--- src/rtl/serial_sched.sv ---
// serial_sched: round-robin arbiter feeding a word serializer (LSB first).
// A granted word is shifted out one bit per i_stp strobe; one IDLE cycle
// separates consecutive words. Optional macro SERIAL_SCHED_PARITY_EN appends
// an even-parity bit (PAR state) after the data bits.
module serial_sched #(
  parameter int p_width = 8,
  parameter int p_ports = 4,
  localparam int SW = (p_ports > 1) ? $clog2(p_ports) : 1,
  localparam int CW = (p_width > 1) ? $clog2(p_width) : 1
) (
  input  logic                       i_clk,
  input  logic                       i_rst,
  input  logic [p_ports-1:0]         i_req,
  input  logic [p_ports*p_width-1:0] i_data,
  input  logic                       i_stp,
  output logic [p_ports-1:0]         o_ack,
  output logic                       o_val,
  output logic                       o_sof,
  output logic                       o_last,
  output logic                       o_busy,
  output logic [SW-1:0]              o_src
);

  localparam logic [1:0] S_IDLE  = 2'd0;
  localparam logic [1:0] S_SHIFT = 2'd1;
`ifdef SERIAL_SCHED_PARITY_EN
  localparam logic [1:0] S_PAR   = 2'd2;
`endif

  logic [1:0]         state_q, state_d;
  logic [SW-1:0]      ptr_q, ptr_d;
  logic [SW-1:0]      src_q, src_d;
  logic [CW-1:0]      cnt_q, cnt_d;
  logic [p_width-1:0] sh_q, sh_d;
  logic [p_ports-1:0] ack_q, ack_d;
`ifdef SERIAL_SCHED_PARITY_EN
  logic               par_q, par_d;
`endif

  logic [p_width-1:0] words [p_ports];
  logic               gnt_vld;
  logic [SW-1:0]      gnt_idx;
  logic               at_last;

  for (genvar k = 0; k < p_ports; k++) begin : g_words
    assign words[k] = i_data[k*p_width +: p_width];
  end

  assign at_last = (cnt_q == CW'(p_width - 1));

  // Round-robin pick: first requester at or above the pointer, wrapping.
  always_comb begin
    gnt_vld = 1'b0;
    gnt_idx = '0;
    for (int i = 0; i < p_ports; i++) begin
      int j;
      logic [SW-1:0] jx;
      j = int'(ptr_q) + i;
      if (j >= p_ports) j = j - p_ports;
      jx = SW'(j);
      if (!gnt_vld && i_req[jx]) begin
        gnt_vld = 1'b1;
        gnt_idx = jx;
      end
    end
  end

  // Next-state: arbitrate only in IDLE, shift on each strobe otherwise.
  always_comb begin
    state_d = state_q;
    ptr_d   = ptr_q;
    src_d   = src_q;
    cnt_d   = cnt_q;
    sh_d    = sh_q;
    ack_d   = '0;
`ifdef SERIAL_SCHED_PARITY_EN
    par_d   = par_q;
`endif
    case (state_q)
      S_IDLE: begin
        if (gnt_vld) begin
          sh_d           = words[gnt_idx];
          cnt_d          = '0;
          src_d          = gnt_idx;
          ptr_d          = (gnt_idx == SW'(p_ports - 1)) ? '0 : gnt_idx + SW'(1);
          ack_d[gnt_idx] = 1'b1;
          state_d        = S_SHIFT;
`ifdef SERIAL_SCHED_PARITY_EN
          par_d          = ^words[gnt_idx];
`endif
        end
      end
      S_SHIFT: begin
        if (i_stp) begin
          sh_d = sh_q >> 1;
          if (at_last) begin
            // counter restarts so it never wraps past p_width-1
            cnt_d = '0;
`ifdef SERIAL_SCHED_PARITY_EN
            state_d = S_PAR;
`else
            state_d = S_IDLE;
`endif
          end else begin
            cnt_d = cnt_q + CW'(1);
          end
        end
      end
`ifdef SERIAL_SCHED_PARITY_EN
      S_PAR: begin
        if (i_stp) state_d = S_IDLE;
      end
`endif
      default: state_d = S_IDLE;
    endcase
  end

  // State registers; reset wins over request and strobe.
  always_ff @(posedge i_clk) begin
    if (i_rst) begin
      state_q <= S_IDLE;
      ptr_q   <= '0;
      src_q   <= '0;
      cnt_q   <= '0;
      sh_q    <= '0;
      ack_q   <= '0;
`ifdef SERIAL_SCHED_PARITY_EN
      par_q   <= 1'b0;
`endif
    end else begin
      state_q <= state_d;
      ptr_q   <= ptr_d;
      src_q   <= src_d;
      cnt_q   <= cnt_d;
      sh_q    <= sh_d;
      ack_q   <= ack_d;
`ifdef SERIAL_SCHED_PARITY_EN
      par_q   <= par_d;
`endif
    end
  end

  // Output decode from state; everything is quiet in IDLE.
  always_comb begin
    o_val  = 1'b0;
    o_sof  = 1'b0;
    o_last = 1'b0;
    o_busy = 1'b0;
    case (state_q)
      S_SHIFT: begin
        o_val  = sh_q[0];
        o_sof  = (cnt_q == '0);
        o_busy = 1'b1;
`ifndef SERIAL_SCHED_PARITY_EN
        o_last = at_last;
`endif
      end
`ifdef SERIAL_SCHED_PARITY_EN
      S_PAR: begin
        o_val  = par_q;
        o_last = 1'b1;
        o_busy = 1'b1;
      end
`endif
      default: ;
    endcase
  end

  assign o_ack = ack_q;
  assign o_src = src_q;

endmodule

--- config.mk ---
export PLATFORM = sky130hd
export DESIGN_NAME = serial_sched
export DESIGN_NICKNAME = d
export VERILOG_FILES = /design/src/rtl/serial_sched.sv
export SDC_FILE = /design/constraint.sdc
export NUM_CORES = 1
export LEC_CHECK = 0
export ABC_CLOCK_PERIOD_IN_PS = 2100
export CAP_MARGIN = 20
export CELL_PAD_IN_SITES_DETAIL_PLACEMENT = 0
export CELL_PAD_IN_SITES_GLOBAL_PLACEMENT = 2
export CORE_MARGIN = 3
export CORE_UTILIZATION = 25
export CTS_BUF_LIST = sky130_fd_sc_hd__clkbuf_2 sky130_fd_sc_hd__clkbuf_4 sky130_fd_sc_hd__clkbuf_8
export CTS_CLUSTER_DIAMETER = 60
export CTS_CLUSTER_SIZE = 14
export DETAILED_ROUTE_END_ITERATION = 8
export PLACE_DENSITY_LB_ADDON = 0.1
export SLEW_MARGIN = 20
export SYNTH_ARGS = -nofsm -noshare
export SYNTH_HDL_FRONTEND = slang
export SYNTH_SLANG_ARGS = --single-unit
--- constraint.sdc ---
create_clock -name i_clk -period 2.1 [get_ports i_clk]
set_input_delay 0.21 -clock i_clk [delete_from_list [all_inputs] [get_ports i_clk]]
set_output_delay 0.21 -clock i_clk [all_outputs]
set_load 0.005 [all_outputs]
* Word-level counts from Yosys, hierarchy flattened
Cells that the tools add are included.
** Word-level totals
- Output and inout port bits :: 10
- Bits in writable memories :: 0
- Word-level logic and storage cells :: 90
- Register bits after elaboration :: 21
- Latch bits :: 0
- ROM bits :: 0
- Memories kept :: 0
** Operators by class
- Divide/modulo/power cells :: 0
- Shift-type cells :: 0
- Multipliers :: 0
- Muxes and demuxes :: 41
- Bitwise logic cells :: 3
- Equal/unequal tests :: 6
- Order comparisons :: 11
- Reduce and logical (&&, ||, !) cells :: 14
- Add/sub/neg operators :: 9
** Operators with widths (number)
- two-way mux 8 bit :: 4
- two-way mux 2 bit :: 12
- binary-select mux 8 bit (select 2 bit) :: 1
- case mux 8 bit (2 select lines) :: 1
- less-than comparator 2 x 3 -> 1 bit, second input constant :: 5
- two-way mux 1 bit :: 13
- >= comparator 3 bit, second input constant :: 4
- two-way mux 3 bit :: 3
- binary-select mux 1 bit (select 2 bit) :: 4
- subtractor 2 x 1 -> 2 bit, second input constant :: 4
- adder 2 x 2 -> 3 bit, second input constant :: 2
- inequality test 2 bit, second input constant :: 3
- case mux 3 bit (2 select lines) :: 1
- AND reduction 3 bit :: 2
- logical AND 1 bit :: 4
- case mux 2 bit (2 select lines) :: 1
- adder 2 x 1 -> 3 bit, second input constant :: 1
- adder 3 x 1 -> 3 bit, second input constant :: 1
- equality test 3 bit, second input constant :: 1
- >= comparator 2 x 3 -> 1 bit, second input constant :: 1
- logical NOT 1 bit :: 3
- logical NOT 3 bit :: 1
- NOT 2 -> 3 bit :: 1
- OR reduction 3 bit :: 1
- other kinds (9) :: 10

* Depth between registers and ports, before layout
- Depth in word-level cells :: 20
- Depth in mapped cells :: 8
- Mapped depth without buffers :: 7

* Worst setup path before layout
No wires, ideal clock.
- Kind :: flip-flop to flip-flop
- Start :: register ptr_q[0]
- End :: register sh_q[1]
- Path buffers :: 1
- Setup slack :: 0.213 ns
- Required time :: 1.997 ns
- Arrival :: 1.783 ns
- Stages on the path, launching flop included :: 8
- Path through :: dfxtp_1 nor2b_1 a21oi_1 nor2_1 a211oi_2 buf_2 mux2_2 a2111oi_2
** Between the ends
- Cells in the longest elaborated chain, start to end :: 20
- Elaborated cells between the ends (all ways) :: 45
- Those cells by class :: add/sub: 7; order compare: 4; eq/ne: 1; mux: 25; bitwise: 1; reduce/logical: 7
** RTL lines
- from (decl) :: RTL line 31 : logic [SW-1:0] ptr_q, ptr_d;
- from (signal assigned) :: RTL line 132 : ptr_q <= ptr_d;
- parallel branches: the longest is 13 deep, another holds adder 2 x 1 -> 3 bit
- two-way mux 2 bit (*) :: RTL line 61 : if (!gnt_vld && i_req[jx]) begin
- named net gnt_idx[0] :: RTL line 42 : logic [SW-1:0] gnt_idx;
- NOT 2 -> 3 bit (implied by the code) (*) :: RTL line 82 : sh_d = words[gnt_idx];
- binary-select mux 8 bit (select 2 bit) (*) :: RTL line 82
- two-way mux 8 bit (implied by the code) (*) (2 in series) :: RTL line 82
- two-way mux 8 bit (*) :: RTL line 81 : if (gnt_vld) begin
- case mux 8 bit (2 select lines) (*) :: RTL line 79 : case (state_q)
- to (signal assigned) :: RTL line 125 : sh_q <= '0;
- to (signal assigned) :: RTL line 135 : sh_q <= sh_d;
- to (decl) :: RTL line 34 : logic [p_width-1:0] sh_q, sh_d;
Mark *: on every way through the listed nets, which the timed path passes. The select of a mux whose other input is x is not followed.
A chain may end at the register's enable or synchronous reset.

* Worst setup path in the final report
- Start :: input port i_req[0]
- End :: register sh_q[6]
** Between the ends
- Cells in the longest elaborated chain, start to end :: 18
- Elaborated cells between the ends (all ways) :: 30
- Those cells by class :: eq/ne: 1; mux: 21; bitwise: 1; reduce/logical: 7
** RTL lines
- from (decl) :: RTL line 13 : input logic [p_ports-1:0] i_req,
- binary-select mux 1 bit (select 2 bit) :: RTL line 61
- two-way mux 1 bit (implied by the code) :: RTL line 61
- two-way mux 1 bit :: RTL line 61
- logical NOT 1 bit :: RTL line 61
- logical AND 1 bit :: RTL line 61
- two-way mux 1 bit :: RTL line 61
- logical NOT 1 bit :: RTL line 61
- logical AND 1 bit :: RTL line 61
- two-way mux 1 bit :: RTL line 61
- logical NOT 1 bit :: RTL line 61
- logical AND 1 bit :: RTL line 61
- two-way mux 2 bit :: RTL line 61
- NOT 2 -> 3 bit (implied by the code) :: RTL line 82
- binary-select mux 8 bit (select 2 bit) :: RTL line 82
- two-way mux 8 bit (implied by the code) (2 in series) :: RTL line 82
- two-way mux 8 bit :: RTL line 81
- case mux 8 bit (2 select lines) :: RTL line 79
Several ways; a longest one is shown, not always the timed one. The select of a mux whose other input is x is not followed.

==> impl_metrics.toml <==
[sta]
worst-slew-pin-transition_ns = 0.567
clock_skew_ns = 0.00672
maxSlewViolCount = 0
hold_viol_final = 0
finalCritPeriodShare_pct = 94.6
rsz0062_at_grt = "no"
setup_slack_ns = 0.114
setup_viol = 0
holdWs_ns = 0.460
slew_headroom_pct = 62.2
fmax_mhz = 503
min_period_ns = 1.99

[global_route]
grt_max_degree = 17
first_global_vias = 1109
antenna_found_initial = 0
grt_pass1_wl_mm = 5.42
overflow = 0
grt_usage_pct = 12.4

[placement]
post-place-ws_ns = -0.228
dp_cells = 255
place.gp.congestion = 0.852
port_buffers = 48
dpl.hpwl_mm = 2.75

[flow_run]
drv_cap = 0

[cts]
clk_pin_slew_ns = 0.08
post_cts_buffers = 0
cts_sinks = 20
root_buffer = "clkbuf_8"
clock_latency_ns = 0.26
tritoncts = "yes"
cts.htree.levels = 1
hold_buffers = 0
numCtsBuffers = 3
ctsLongestPathBuffers = 2

[layout]
antennaDiodeCount = 0
mostFrequentLayoutCell = "clkdlybuf4s50_1"
final_layout_size_suffix_gt1_share_pct = 16.5
area_growth_pct = 59.3
ff_latch_area_um2 = 400
layout_common_cells = "clkdlybuf4s50_1, dfxtp_1, nor2_1, mux2i_1, buf_4"
final_nets = 241
instances_no_fill = 259
multi_input_area_um2 = 768
fill_cells = 446

[drt]
wl_per_cell_um = 13.1
drc_errors = 0
viasPerCell = 4.45
vias = 1153
firstDrtPassIters = 4
dr.first_iter.drc_count = 72
drt_wl_total_mm = 3.41
ant_nets = 0

[logic_synthesis]
avgSynthCellArea_um2 = 9.05
synthArstFlopShare_pct = 0
netlist_area_um2 = 1220
yosysWarnings = 0
syn_inst = 135
dominantRegCellSynth = "dfxtp_1"
synth.ff_latch_count = 20
synth_edf_count = 0
syn_nets = 181
synth_cell_types = 32
ys_seq_area_share_pct = 32.8

[outcome]
status = "finished, final reports clean"

[power]
power.total_uw = 1180
peakVddDrop_v = 0.000344
cellLeakagePower_uw = 0.000815
powerDensity_nw_per_um2 = 608

[worst_setup_path]
cpPeakStageDelay_ns = 0.51
path_class = "in -> reg"
cp.required_ns = 2.25
cp_top_family = "buffers and inverters"
endpoint_kind = "register"
timing.rr.start = "ptr_q[1]$_SDFFE_PP0P_"
cp_slowest_cell = "clkdlybuf4s50_1"
worstSetupStartpoint = "i_req[0]"
cp_max_fo = 13
cp_cell_sequence = "clkdlybuf4s50_1 -> nor2b_1 -> nor2_1 -> o22a_4 -> buf_12 -> mux2i_1 -> and3_1 -> o41ai_1"
cp-start-kind = "input pin"
cp.arrival_ns = 2.14
crit_buf_inv = 2

[die]
die_h_um = 75.9
initial_core_util_pct = 26.9
die_x_um = 75.9
io_pins = 49
dieArea_um2 = 5760
rows = 24
core_um2 = 4530

[min_path]
holdCritPathClass = "reg -> reg"
min-delay-start = "o_src[0]$_SDFFE_PP0P_"
repair_timing:
action / CTS / global route
setup endpoints to repair: 0 / 6
hold endpoints to repair: 0 / 0
gates resized for setup: 0 / 2
power breakdown:
part | leakage (uW) | internal [uW] | switching [uW]
Sequential | 0.000165 | 411 | 15.8
Clock | 0.0000357 | 255 | 138
Combinational | 0.000615 | 210 | 153
metrics by stage:
step           util [%]  setup TNS, ns  instance area (um^2)
3_3_place_gp       40.9          -1.02                  1850
3_5_place_dp       40.9          -1.51                  1850
4_1_cts            42.5              0                  1930
2_1_floorplan         -              0                  1220
6_report           42.9              0                  1950
5_1_grt            42.9              0                  1950
registers in the layout, indices dropped and copies added, names as in the netlist:
signal	cells
cnt_q	3
o_ack	4
o_src	2
ptr_q	2
sh_q	8
state_q	1
synthesized netlist by cell type (3+ instances only):
cell type / instances / area (um^2)
and3_1: 6 / 37.5
mux2i_1: 15 / 150
inv_1: 7 / 26.3
nand3_1: 4 / 20.0
clkbuf_1: 3 / 11.3
nand2_1: 7 / 26.3
a21oi_1: 8 / 40.0
ha_1: 7 / 87.6
mux2_2: 5 / 56.3
dfxtp_1: 20 / 400
a2111oi_2: 5 / 75.1
nor2b_1: 4 / 25.0
nor2_1: 18 / 67.6
final timing paths:
| check | end | slack [ns] | depth (start not counted) |
|---|---|---|---|
| setup reg to reg | sh_q[6]$_SDFFE_PP0P_ | 0.26 | 7 |
| hold reg to reg | o_src[0]$_SDFFE_PP0P_ | 0.46 | 2 |
| setup / recovery | sh_q[6]$_SDFFE_PP0P_ | 0.11 | 8 |
| hold / removal | o_src[0]$_SDFFE_PP0P_ | 0.46 | 2 |
worst register-to-register path, delay by kind of cell, from the launching register on:
family / cells / cell delay, ns
simple gates: 1 / 0.19
flops: 1 / 0.32
compound gates: 4 / 0.98
buf+inv: 1 / 0.17
mux: 1 / 0.08
area by class of cell:
| cell class | instances | share of cell area, % |
|---|---|---|
| Multi-Input combinational cell | 100 | 39.5 |
| Timing Repair Buffer | 61 | 30.4 |
| Sequential cell | 20 | 20.6 |
| Tap cell | 65 | 4.18 |
| Clock buffer | 3 | 2.12 |
| Inverter | 9 | 1.74 |
| Clock inverter | 1 | 1.54 |
cells by family after synthesis:
logic type,count (synthesis),share of synthesized area [%]
flops,20,32.8
simple gates,45,17.6
buf+inv,15,5.94
fa+ha+maj,7,7.17
mux,20,16.9
compound gates,28,19.6
metal layers:
| metal | share of wire [%] | global-route usage (%) | vias to the layer above |
|---|---|---|---|
| met1 | 47 | 16.7 | 526 |
| met5 | 0 | 0 | - |
| li1 | - | - | 601 |
| met3 | 4.1 | 2.77 | 2 |
| met4 | 0.44 | 2.91 | 0 |
| met2 | 48 | 20.2 | 24 |
(Power assumes the default switching activity.)
